$ cat src/rtl/hazard_pkg.sv
// Shared encodings, shadow-entry layout and matching helpers for the hazard unit.
package hazard_pkg;
  localparam int MULT_CYCLES_DEF = 5;
  localparam int DIV_CYCLES_DEF  = 10;
  localparam logic [1:0] TUSE_NONE = 2'd3;

  typedef enum logic [1:0] {FWD_D_RF = 2'd0, FWD_D_E = 2'd1, FWD_D_M = 2'd2, FWD_D_W = 2'd3} fwd_d_e;
  typedef enum logic [1:0] {FWD_E_PIPE = 2'd0, FWD_E_M = 2'd1, FWD_E_W = 2'd2} fwd_e_e;

  typedef struct packed {
    logic [4:0] a3;
    logic [1:0] tnew;
    logic [4:0] rs;
    logic [4:0] rt;
    logic       md;
    logic       div;
  } shadow_t;

  // A producer can forward only once its result exists (tnew == 0); $0 never matches.
  function automatic logic fwd_hit(shadow_t s, logic [4:0] r);
    return (r != 5'd0) && (s.a3 == r) && (s.tnew == 2'd0);
  endfunction

  function automatic logic hz_hit(shadow_t s, logic [4:0] r, logic [1:0] tuse);
    return (tuse != TUSE_NONE) && (r != 5'd0) && (s.a3 == r) && (tuse < s.tnew);
  endfunction

  function automatic shadow_t age(shadow_t s);
    shadow_t o;
    o = s;
    if (s.tnew != 2'd0) o.tnew = s.tnew - 2'd1;
    return o;
  endfunction

  function automatic fwd_d_e fwd_d_sel(shadow_t e, shadow_t m, shadow_t w, logic [4:0] r);
    if (fwd_hit(e, r)) return FWD_D_E;
    if (fwd_hit(m, r)) return FWD_D_M;
    if (fwd_hit(w, r)) return FWD_D_W;
    return FWD_D_RF;
  endfunction

  function automatic fwd_e_e fwd_e_sel(shadow_t m, shadow_t w, logic [4:0] r);
    if (fwd_hit(m, r)) return FWD_E_M;
    if (fwd_hit(w, r)) return FWD_E_W;
    return FWD_E_PIPE;
  endfunction
endpackage

$ cat src/rtl/hazard_if.sv
// D-stage hazard query and the resulting stall/forward controls.
interface hazard_if;
  logic [4:0] d_rs, d_rt, d_a3;
  logic [1:0] d_tuse1, d_tuse2, d_tnew;
  logic       d_md_start, d_md_is_div, d_hilo_use;
  logic       stall;
  logic [1:0] fwd_d_rs_sel, fwd_d_rt_sel, fwd_e_rs_sel, fwd_e_rt_sel;

  modport master (
    output d_rs, d_rt, d_a3, d_tuse1, d_tuse2, d_tnew, d_md_start, d_md_is_div, d_hilo_use,
    input  stall, fwd_d_rs_sel, fwd_d_rt_sel, fwd_e_rs_sel, fwd_e_rt_sel
  );
  modport slave (
    input  d_rs, d_rt, d_a3, d_tuse1, d_tuse2, d_tnew, d_md_start, d_md_is_div, d_hilo_use,
    output stall, fwd_d_rs_sel, fwd_d_rt_sel, fwd_e_rs_sel, fwd_e_rt_sel
  );
endinterface

$ cat src/rtl/hazard_ctrl_md_busy_cnt.sv
// Multiply/divide unit occupancy: counter loaded as an md op leaves E.
module md_busy_cnt #(
  parameter int MULT_CYCLES = 5,
  parameter int DIV_CYCLES  = 10
) (
  input  logic clk,
  input  logic reset,
  input  logic load,
  input  logic load_div,
  output logic busy
);
  logic [3:0] cnt;

  // E always drains into M, even when a bubble is injected, so load wins unconditionally.
  always_ff @(posedge clk or negedge reset) begin
    if (!reset)          cnt <= 4'd0;
    else if (load)       cnt <= load_div ? 4'(DIV_CYCLES) : 4'(MULT_CYCLES);
    else if (cnt != 4'd0) cnt <= cnt - 4'd1;
  end

  assign busy = load | (cnt != 4'd0);
endmodule

$ cat src/rtl/hazard_ctrl.sv
// Stall/forward control from E/M/W shadow entries of in-flight writers.
module hazard_ctrl
  import hazard_pkg::*;
#(
  parameter int MULT_CYCLES = MULT_CYCLES_DEF,
  parameter int DIV_CYCLES  = DIV_CYCLES_DEF
) (
  input  logic     clk,
  input  logic     reset,
  hazard_if.slave  hif
);
  shadow_t e_q, m_q, w_q, d_ent;
  logic    hz, md_busy, stall_int;

  assign d_ent = '{a3:   hif.d_a3,
                   tnew: hif.d_tnew,
                   rs:   hif.d_rs,
                   rt:   hif.d_rt,
                   md:   hif.d_md_start,
                   div:  hif.d_md_start & hif.d_md_is_div};

  always_ff @(posedge clk or negedge reset) begin
    if (!reset) begin
      e_q <= '0;
      m_q <= '0;
      w_q <= '0;
    end else begin
      e_q <= stall_int ? '0 : d_ent;
      m_q <= age(e_q);
      w_q <= age(m_q);
    end
  end

  md_busy_cnt #(.MULT_CYCLES(MULT_CYCLES), .DIV_CYCLES(DIV_CYCLES)) u_md_busy (
    .clk      (clk),
    .reset    (reset),
    .load     (e_q.md),
    .load_div (e_q.div),
    .busy     (md_busy)
  );

  // W is never a hazard source: its value reaches D through the forward mux.
  assign hz = hz_hit(e_q, hif.d_rs, hif.d_tuse1) | hz_hit(m_q, hif.d_rs, hif.d_tuse1) |
              hz_hit(e_q, hif.d_rt, hif.d_tuse2) | hz_hit(m_q, hif.d_rt, hif.d_tuse2);
  assign stall_int = hz | (hif.d_hilo_use & md_busy);

  assign hif.stall        = reset & stall_int;
  assign hif.fwd_d_rs_sel = reset ? fwd_d_sel(e_q, m_q, w_q, hif.d_rs) : FWD_D_RF;
  assign hif.fwd_d_rt_sel = reset ? fwd_d_sel(e_q, m_q, w_q, hif.d_rt) : FWD_D_RF;
  assign hif.fwd_e_rs_sel = reset ? fwd_e_sel(m_q, w_q, e_q.rs) : FWD_E_PIPE;
  assign hif.fwd_e_rt_sel = reset ? fwd_e_sel(m_q, w_q, e_q.rt) : FWD_E_PIPE;

  logic unused_fields;
  assign unused_fields = ^{m_q.rs, m_q.rt, m_q.md, m_q.div, w_q.rs, w_q.rt, w_q.md, w_q.div};
endmodule
$ cat src/flat_wrapper.sv
// flat-port wrapper written by rule: the top's interface ports become plain ports
module hazard_ctrl_flat import hazard_pkg::*;
#(
  parameter int MULT_CYCLES = MULT_CYCLES_DEF,
  parameter int DIV_CYCLES  = DIV_CYCLES_DEF
)
  (clk, reset, hif_d_rs, hif_d_rt, hif_d_a3, hif_d_tuse1, hif_d_tuse2, hif_d_tnew, hif_d_md_start, hif_d_md_is_div, hif_d_hilo_use, hif_stall, hif_fwd_d_rs_sel, hif_fwd_d_rt_sel, hif_fwd_e_rs_sel, hif_fwd_e_rt_sel);
  hazard_if hif_i ();
  input  logic clk;
  input  logic reset;
  input wire logic [$bits(hif_i.d_rs)-1:0] hif_d_rs;
  input wire logic [$bits(hif_i.d_rt)-1:0] hif_d_rt;
  input wire logic [$bits(hif_i.d_a3)-1:0] hif_d_a3;
  input wire logic [$bits(hif_i.d_tuse1)-1:0] hif_d_tuse1;
  input wire logic [$bits(hif_i.d_tuse2)-1:0] hif_d_tuse2;
  input wire logic [$bits(hif_i.d_tnew)-1:0] hif_d_tnew;
  input wire logic [$bits(hif_i.d_md_start)-1:0] hif_d_md_start;
  input wire logic [$bits(hif_i.d_md_is_div)-1:0] hif_d_md_is_div;
  input wire logic [$bits(hif_i.d_hilo_use)-1:0] hif_d_hilo_use;
  output wire logic [$bits(hif_i.stall)-1:0] hif_stall;
  output wire logic [$bits(hif_i.fwd_d_rs_sel)-1:0] hif_fwd_d_rs_sel;
  output wire logic [$bits(hif_i.fwd_d_rt_sel)-1:0] hif_fwd_d_rt_sel;
  output wire logic [$bits(hif_i.fwd_e_rs_sel)-1:0] hif_fwd_e_rs_sel;
  output wire logic [$bits(hif_i.fwd_e_rt_sel)-1:0] hif_fwd_e_rt_sel;
  assign hif_i.d_rs = hif_d_rs;
  assign hif_i.d_rt = hif_d_rt;
  assign hif_i.d_a3 = hif_d_a3;
  assign hif_i.d_tuse1 = hif_d_tuse1;
  assign hif_i.d_tuse2 = hif_d_tuse2;
  assign hif_i.d_tnew = hif_d_tnew;
  assign hif_i.d_md_start = hif_d_md_start;
  assign hif_i.d_md_is_div = hif_d_md_is_div;
  assign hif_i.d_hilo_use = hif_d_hilo_use;
  assign hif_stall = hif_i.stall;
  assign hif_fwd_d_rs_sel = hif_i.fwd_d_rs_sel;
  assign hif_fwd_d_rt_sel = hif_i.fwd_d_rt_sel;
  assign hif_fwd_e_rs_sel = hif_i.fwd_e_rs_sel;
  assign hif_fwd_e_rt_sel = hif_i.fwd_e_rt_sel;
  hazard_ctrl #(.MULT_CYCLES(MULT_CYCLES), .DIV_CYCLES(DIV_CYCLES)) u_core (.clk(clk), .reset(reset), .hif(hif_i));
endmodule
$ cat config.mk
export PLATFORM = sky130hd
export DESIGN_NAME = hazard_ctrl_flat
export DESIGN_NICKNAME = d
export VERILOG_FILES = /design/src/rtl/hazard_pkg.sv /design/src/rtl/hazard_if.sv /design/src/rtl/hazard_ctrl_md_busy_cnt.sv /design/src/rtl/hazard_ctrl.sv /design/src/flat_wrapper.sv
export SDC_FILE = /design/constraint.sdc
export NUM_CORES = 1
export LEC_CHECK = 0
export ABC_AREA = 1
export BUFFER_PORTS_ARGS = -buffer_cell sky130_fd_sc_hd__buf_2
export CAP_MARGIN = 0
export CORE_MARGIN = 4
export CORE_UTILIZATION = 60
export CTS_BUF_LIST = sky130_fd_sc_hd__clkbuf_16
export DETAILED_ROUTE_END_ITERATION = 10
export GPL_TIMING_DRIVEN = 0
export PLACE_DENSITY_LB_ADDON = 0.25
export SLEW_MARGIN = 20
export SYNTH_ARGS = -nofsm -noshare
export SYNTH_HDL_FRONTEND = slang
export SYNTH_HIERARCHICAL = 1
export SYNTH_SLANG_ARGS = --single-unit
$ cat constraint.sdc
create_clock -name clk -period 3.8 [get_ports clk]
set_input_delay 0.38 -clock clk [delete_from_list [all_inputs] [get_ports clk]]
set_output_delay 0.38 -clock clk [all_outputs]
set_load 0.01 [all_outputs]
# Word-level counts from Yosys, hierarchy flattened
# Index checks and enable logic that the tools add are counted.
[classes]
muxes = 48
n_addsub = 3
eq_ne = 12
order_cmp = 4
mul = 0
bitwise_logic = 8
shift = 0
reduce_logical = 41
n_div = 0
[op_table]
columns = ["cell", "n"]
rows = [
  ["2-to-1 mux 2 bit", 26],
  ["equality test 5 bit", 10],
  ["logical AND 1 bit", 30],
  ["nonzero test 5 bit", 4],
  ["2-to-1 mux 19 bit", 1],
  ["2-to-1 mux 1 bit", 18],
  ["2-to-1 mux 4 bit", 3],
  ["< comparator 2 bit", 4],
  ["logical NOT 2 bit", 3],
  ["nonzero test 2 bit", 3],
  ["bitwise OR 1 bit", 5],
  ["!= test 2 bit, second input constant", 2],
  ["nonzero test 4 bit", 1],
  ["subtractor 2 x 1 -> 2 bit, second input constant", 2],
  ["subtractor 4 x 1 -> 4 bit, second input constant", 1],
  ["AND 1 bit", 3],
]
[word_totals]
mem_bits_rw = 0
romBits = 0
latchBits = 0
regBits = 37
mem_count = 0

# Longest topological paths before layout
[logic_depth]
word_depth = 11
depth_mapped = 11

# By module
# The synthesis kept the hierarchy.
[modules_own_cells]
columns = ["mod", "area_each_um2", "cells_per_inst", "n_inst"]
rows = [
  ["hazard_ctrl", 2045.7, 287, 1],
  ["md_busy_cnt", 271.5, 34, 1],
]

# Worst setup path after synthesis
# OpenSTA, ideal clock, no wires.
[synth_path]
path_type = "register to output"
start = "register u_core/m_q[13] (netlist bit)"
end = "output hif_stall"
path_stages_with_launch = 11
t_arrival_ns = 1.339
path_slack_ns = 2.081
path_buffers = 1
cell_sequence = "dfrtp_1 > inv_1 > ha_1 > a21oi_1 > nand4_1 > nand2_1 > nand2_1 > nand3_2 > buf_6 > nand2_2 > inv_2"
[synth_between]
elab_chain_len = 7
word_cells_on_any_way = 9
[synth_rtl]
columns = ["element", "line", "text"]
rows = [
  ["start, declared", "hazard_ctrl.sv:12", "shadow_t e_q, m_q, w_q, d_ent;"],
  ["start signal, assigned", "hazard_ctrl.sv:29", "m_q <= age(e_q);"],
  ["< comparator 2 bit", "hazard_pkg.sv:25", "return (tuse != TUSE_NONE) && (r != 5'd0) && (s.a3 == r) && (tuse < s.tnew);"],
  ["logical AND 1 bit", "hazard_pkg.sv:25", ""],
  ["bitwise OR 1 bit (2 in series)", "hazard_ctrl.sv:43", "assign hz = hz_hit(e_q, hif.d_rs, hif.d_tuse1) | hz_hit(m_q, hif.d_rs, hif.d_tuse1) |"],
  ["bitwise OR 1 bit *", "hazard_ctrl.sv:44", "hz_hit(e_q, hif.d_rt, hif.d_tuse2) | hz_hit(m_q, hif.d_rt, hif.d_tuse2);"],
  ["bitwise OR 1 bit *", "hazard_ctrl.sv:45", "assign stall_int = hz | (hif.d_hilo_use & md_busy);"],
  ["AND 1 bit *", "hazard_ctrl.sv:47", "assign hif.stall = reset & stall_int;"],
  ["end, declared", "flat_wrapper.sv:20", "output wire logic [$bits(hif_i.stall)-1:0] hif_stall;"],
]
# Mark *: on every way between the ends. The rest lies on a longest branch, timed or not.

# Worst setup path after layout
[layout_path]
start = "register u_core/m_q[15] (netlist bit)"
end = "output hif_stall"
[layout_between]
elab_chain_len = 8
word_cells_on_any_way = 11
[layout_rtl]
columns = ["element", "line"]
rows = [
  ["equality test 5 bit", "hazard_pkg.sv:25"],
  ["logical AND 1 bit (2 in series)", "hazard_pkg.sv:25"],
  ["bitwise OR 1 bit (2 in series)", "hazard_ctrl.sv:43"],
  ["bitwise OR 1 bit *", "hazard_ctrl.sv:44"],
  ["bitwise OR 1 bit *", "hazard_ctrl.sv:45"],
  ["AND 1 bit *", "hazard_ctrl.sv:47"],
]
# Marked as above.

==> impl_metrics.tcl <==
set metrics [dict create \
    powerDensity_mw_per_mm2 486.4 \
    critPathSlowestCell "dfrtp_1" \
    synth_area_leaders "dfrtp_1 40%, nand2_1 14%, inv_1 8.4%" \
    status "complete, no violations" \
    ys_seq_elements 37 \
    rows 22 \
    r2r_slack_ns 2.14 \
    synthXorXnorAreaFrac_pct 5.670 \
    r2r_cells 10 \
    die_area_sq_mm 0.004920 \
    synth_compound_area_share_pct 9.827 \
    antenna_cells 0 \
    areaGrowthSynthToFinish_pct 15.87 \
    synth_warnings 6 \
    drive_gt1_share_pct 17.08 \
    holdCritPathClass "in2async" \
    path_max_fanout 10 \
    fill_cells 302 \
    p_int_mw 0.8465 \
    track_usage_pct 24.07 \
    rsz0062_at_grt "no" \
    cp-start-kind "register" \
    worst_ep_required_time_ns 3.42 \
    synth_top_family_by_area "simple AND/OR/NAND/NOR gates" \
    crit_buf_inv 4 \
    path_cells "inv_1 > nand2_1 > nand2_1 > a21oi_2 > nand4_1 > nand2_1 > nand2_1 > nand3_2 > buf_6 > nand2_2 > inv_2 > buf_2" \
    cp-end-kind "primary output" \
    crit_arrival_ns 1.98 \
    grt_pass1_wl_microns 9425 \
    io_pins 35 \
    seqPwrFrac_pct 40.4 \
    vias 2254 \
    max_cap_violations 0 \
    drtIter0Drc 294 \
    yosysSeqAreaShare_pct 39.96 \
    grt_pass1_vias 2053 \
    setup_viol 0 \
    die_w_microns 70.15 \
    place.gp.congestion 0.9068 \
    antenna_left 0 \
    power_switching_mw 0.4595 \
    synth_top_area_share_pct 39.96 \
    synthCells 321 \
    cts_setup_buffers 0 \
    synthAdderAreaFrac_pct 3.240 \
    timing.final.crit_share_pct 62.02 \
    numCtsBuffers 5 \
    p_comb_share_pct 29.9 \
    post-route-cell-area_sq_mm 0.002685 \
    core_sq_mm 0.003689 \
    finalHoldViolCount 0 \
    r2r_start "u_core/m_q[15]$_DFF_PN0_" \
    post_dp_cell_area_sq_mm 0.002547 \
    multi_input_area_sq_mm 0.001142 \
    ir_worst_vdd_uv 348.7 \
    clkLatencyLatePin_ns 0.28 \
    post-dp-hpwl_microns 4154 \
    die_y_microns 70.15 \
    clock-root-buffer "clkbuf_16" \
    fin_skew_ns 0.004093 \
    slew_headroom_pct 39.38 \
    antenna_found_initial 0 \
    yosysTopAreaCell "dfrtp_1" \
    portBuffers 34 \
    mostFrequentLayoutCells "85 x nand2_1, 52 x inv_1, 40 x nor2_1" \
    layout.nets 394 \
    first_pass_iters 4 \
    yosysUniqueCellTypes 31 \
    path_common_cell "nand2_1" \
    post-route-drc-count 0 \
    cts_resized 0 \
    slew_violations 0 \
    synth.area.mux_share_pct 0 \
    r2r-end "u_core/e_q[7]$_DFF_PN0_" \
    syn_area_per_cell_sq_um 7.219 \
    fin_setup_tns_ns 0 \
    grt_max_degree 44 \
    start_util_pct 62.82 \
    p_leak_nw 1.473 \
    power_frac_clock_pct 29.7 \
    routed_wl_microns 5805 \
    switching_share_pct 35.18 \
    path_clk_slew_ns 0.05 \
    cts_buffer_depth 2 \
    max_stage_delay_ns 0.47 \
    cts_max_level 2 \
    vias_per_cell 5.484 \
    grt-ovfl-total 0 \
    cts_hold_buffers 0 \
    clock-sinks 37 \
    setup.worst_path.class "reg2out" \
    wl_per_cell_microns 14.12 \
    cts_tree "done" \
    max_slew.worst_pin.slew_ns 0.9093 \
    synth-simple-area-share_pct 30.56 \
    syn_nets 353 \
    period_minus_slack_ns 2.357 \
    synth_area_sq_mm 0.002317 \
    seqCellArea_sq_um 925.9 \
    final_common_cell "nand2_1" \
    critPathTopFamily "simple AND/OR/NAND/NOR gates" \
    max_freq_mhz 424.3 \
]
==> synthesized netlist by cell type <==
cell type  instances
nand2_2            1
nand3_2            1
ha_1               6
nand2_1           85
o22ai_1           11
nand4_1            7
o2111ai_1          2
nand2_4            1
nor3_1             4
dfrtp_1           37
o21ai_0            7
o221ai_1           1
buf_2              1
inv_1             52
xnor2_1            9
buf_6              2
nor2_1            40
nor2_2             6
a21oi_1           11
inv_2              7
o21ai_1            2
and2_1             1
a21oi_2            2
xor2_1             6
nor4_1             3
o211ai_1           1
nand3b_1           3
nor2_4             1
nand2b_1           1
nand3_1            9
a21boi_1           1
==> power groups by stage <==
stage	Combinational, mW	Clock, mW	Sequential (mW)
2_1_floorplan	0.288	0	0.512
3_3_place_gp	0.367	0	0.528
3_5_place_dp	0.383	0	0.530
4_1_cts	0.389	0.393	0.524
5_1_grt	0.435	0.410	0.536
6_report	0.391	0.387	0.528
==> stage by stage <==
step	total power, mW	hold slack [ns]	worst slack (ns)	cells	utilization [%]
2_1_floorplan	0.8001	0.08441	2.081	321	-
3_3_place_gp	0.8953	0.3564	1.482	403	69.06
3_5_place_dp	0.9135	0.3577	1.473	403	69.06
4_1_cts	1.306	0.2632	1.433	411	72.80
5_1_grt	1.381	0.3014	1.243	411	72.80
6_report	1.306	0.2361	1.443	411	72.80
==> kinds of logic after synthesis <==
family	Yosys count
xor gates and xnor gates	15
DFF	37
AOI/OAI and AO/OA	38
adders and majority gates	6
and+or+nand+nor	163
buffers and inverters	62
==> worst max-delay path by stage <==
stage	cells after the start	slack [ns]	end	start
global placement	6	1.48	hif_fwd_e_rs_sel[1]	reset
CTS	6	1.43	hif_fwd_e_rs_sel[1]	reset
global route	6	1.24	hif_fwd_e_rs_sel[1]	reset
finish	12	1.44	hif_stall	u_core/m_q[15]$_DFF_PN0_
detailed placement	6	1.47	hif_fwd_e_rs_sel[1]	reset
floorplan	10	2.08	hif_stall	u_core/m_q[13]$_DFF_PN0_
==> final cells by class <==
type | count | area share [%]
plain buffers | 3 | 1.025
clock buffers | 5 | 4.660
clock inverters | 3 | 0.4660
inverters | 59 | 8.248
multi-input cells | 222 | 42.54
flip-flops and latches | 37 | 34.48
well taps | 48 | 2.237
repair buffers | 34 | 6.337
==> layer usage <==
layer | wire length (microns) | part of all wire (%) | track usage, % | vias to the layer above
met4 | 122 | 2.1 | 9.787 | 0
met5 | 0 | 0 | 0 | -
met2 | 2852 | 49 | 39.87 | 78
met3 | 377 | 6.5 | 5.180 | 14
li1 | - | - | - | 1097
met1 | 2452 | 42 | 30.41 | 1065
==> sequential cells by signal (all words and copies together), names as in the netlist <==
signal                flops
u_core/m_q                7
u_core/e_q               19
u_core/u_md_busy/cnt      4
u_core/w_q                7
==> worst register-to-register path, stage by stage (launching register included) <==
cell and delay [ns]:
dfrtp_1 0.47, inv_1 0.16, nand2_1 0.08, nand2_1 0.07, a21oi_2 0.16, nand4_1 0.11
nand2_1 0.09, nand2_1 0.08, nand3_2 0.09, buf_6 0.15, nor2_1 0.07
(Power assumes the default switching activity.)
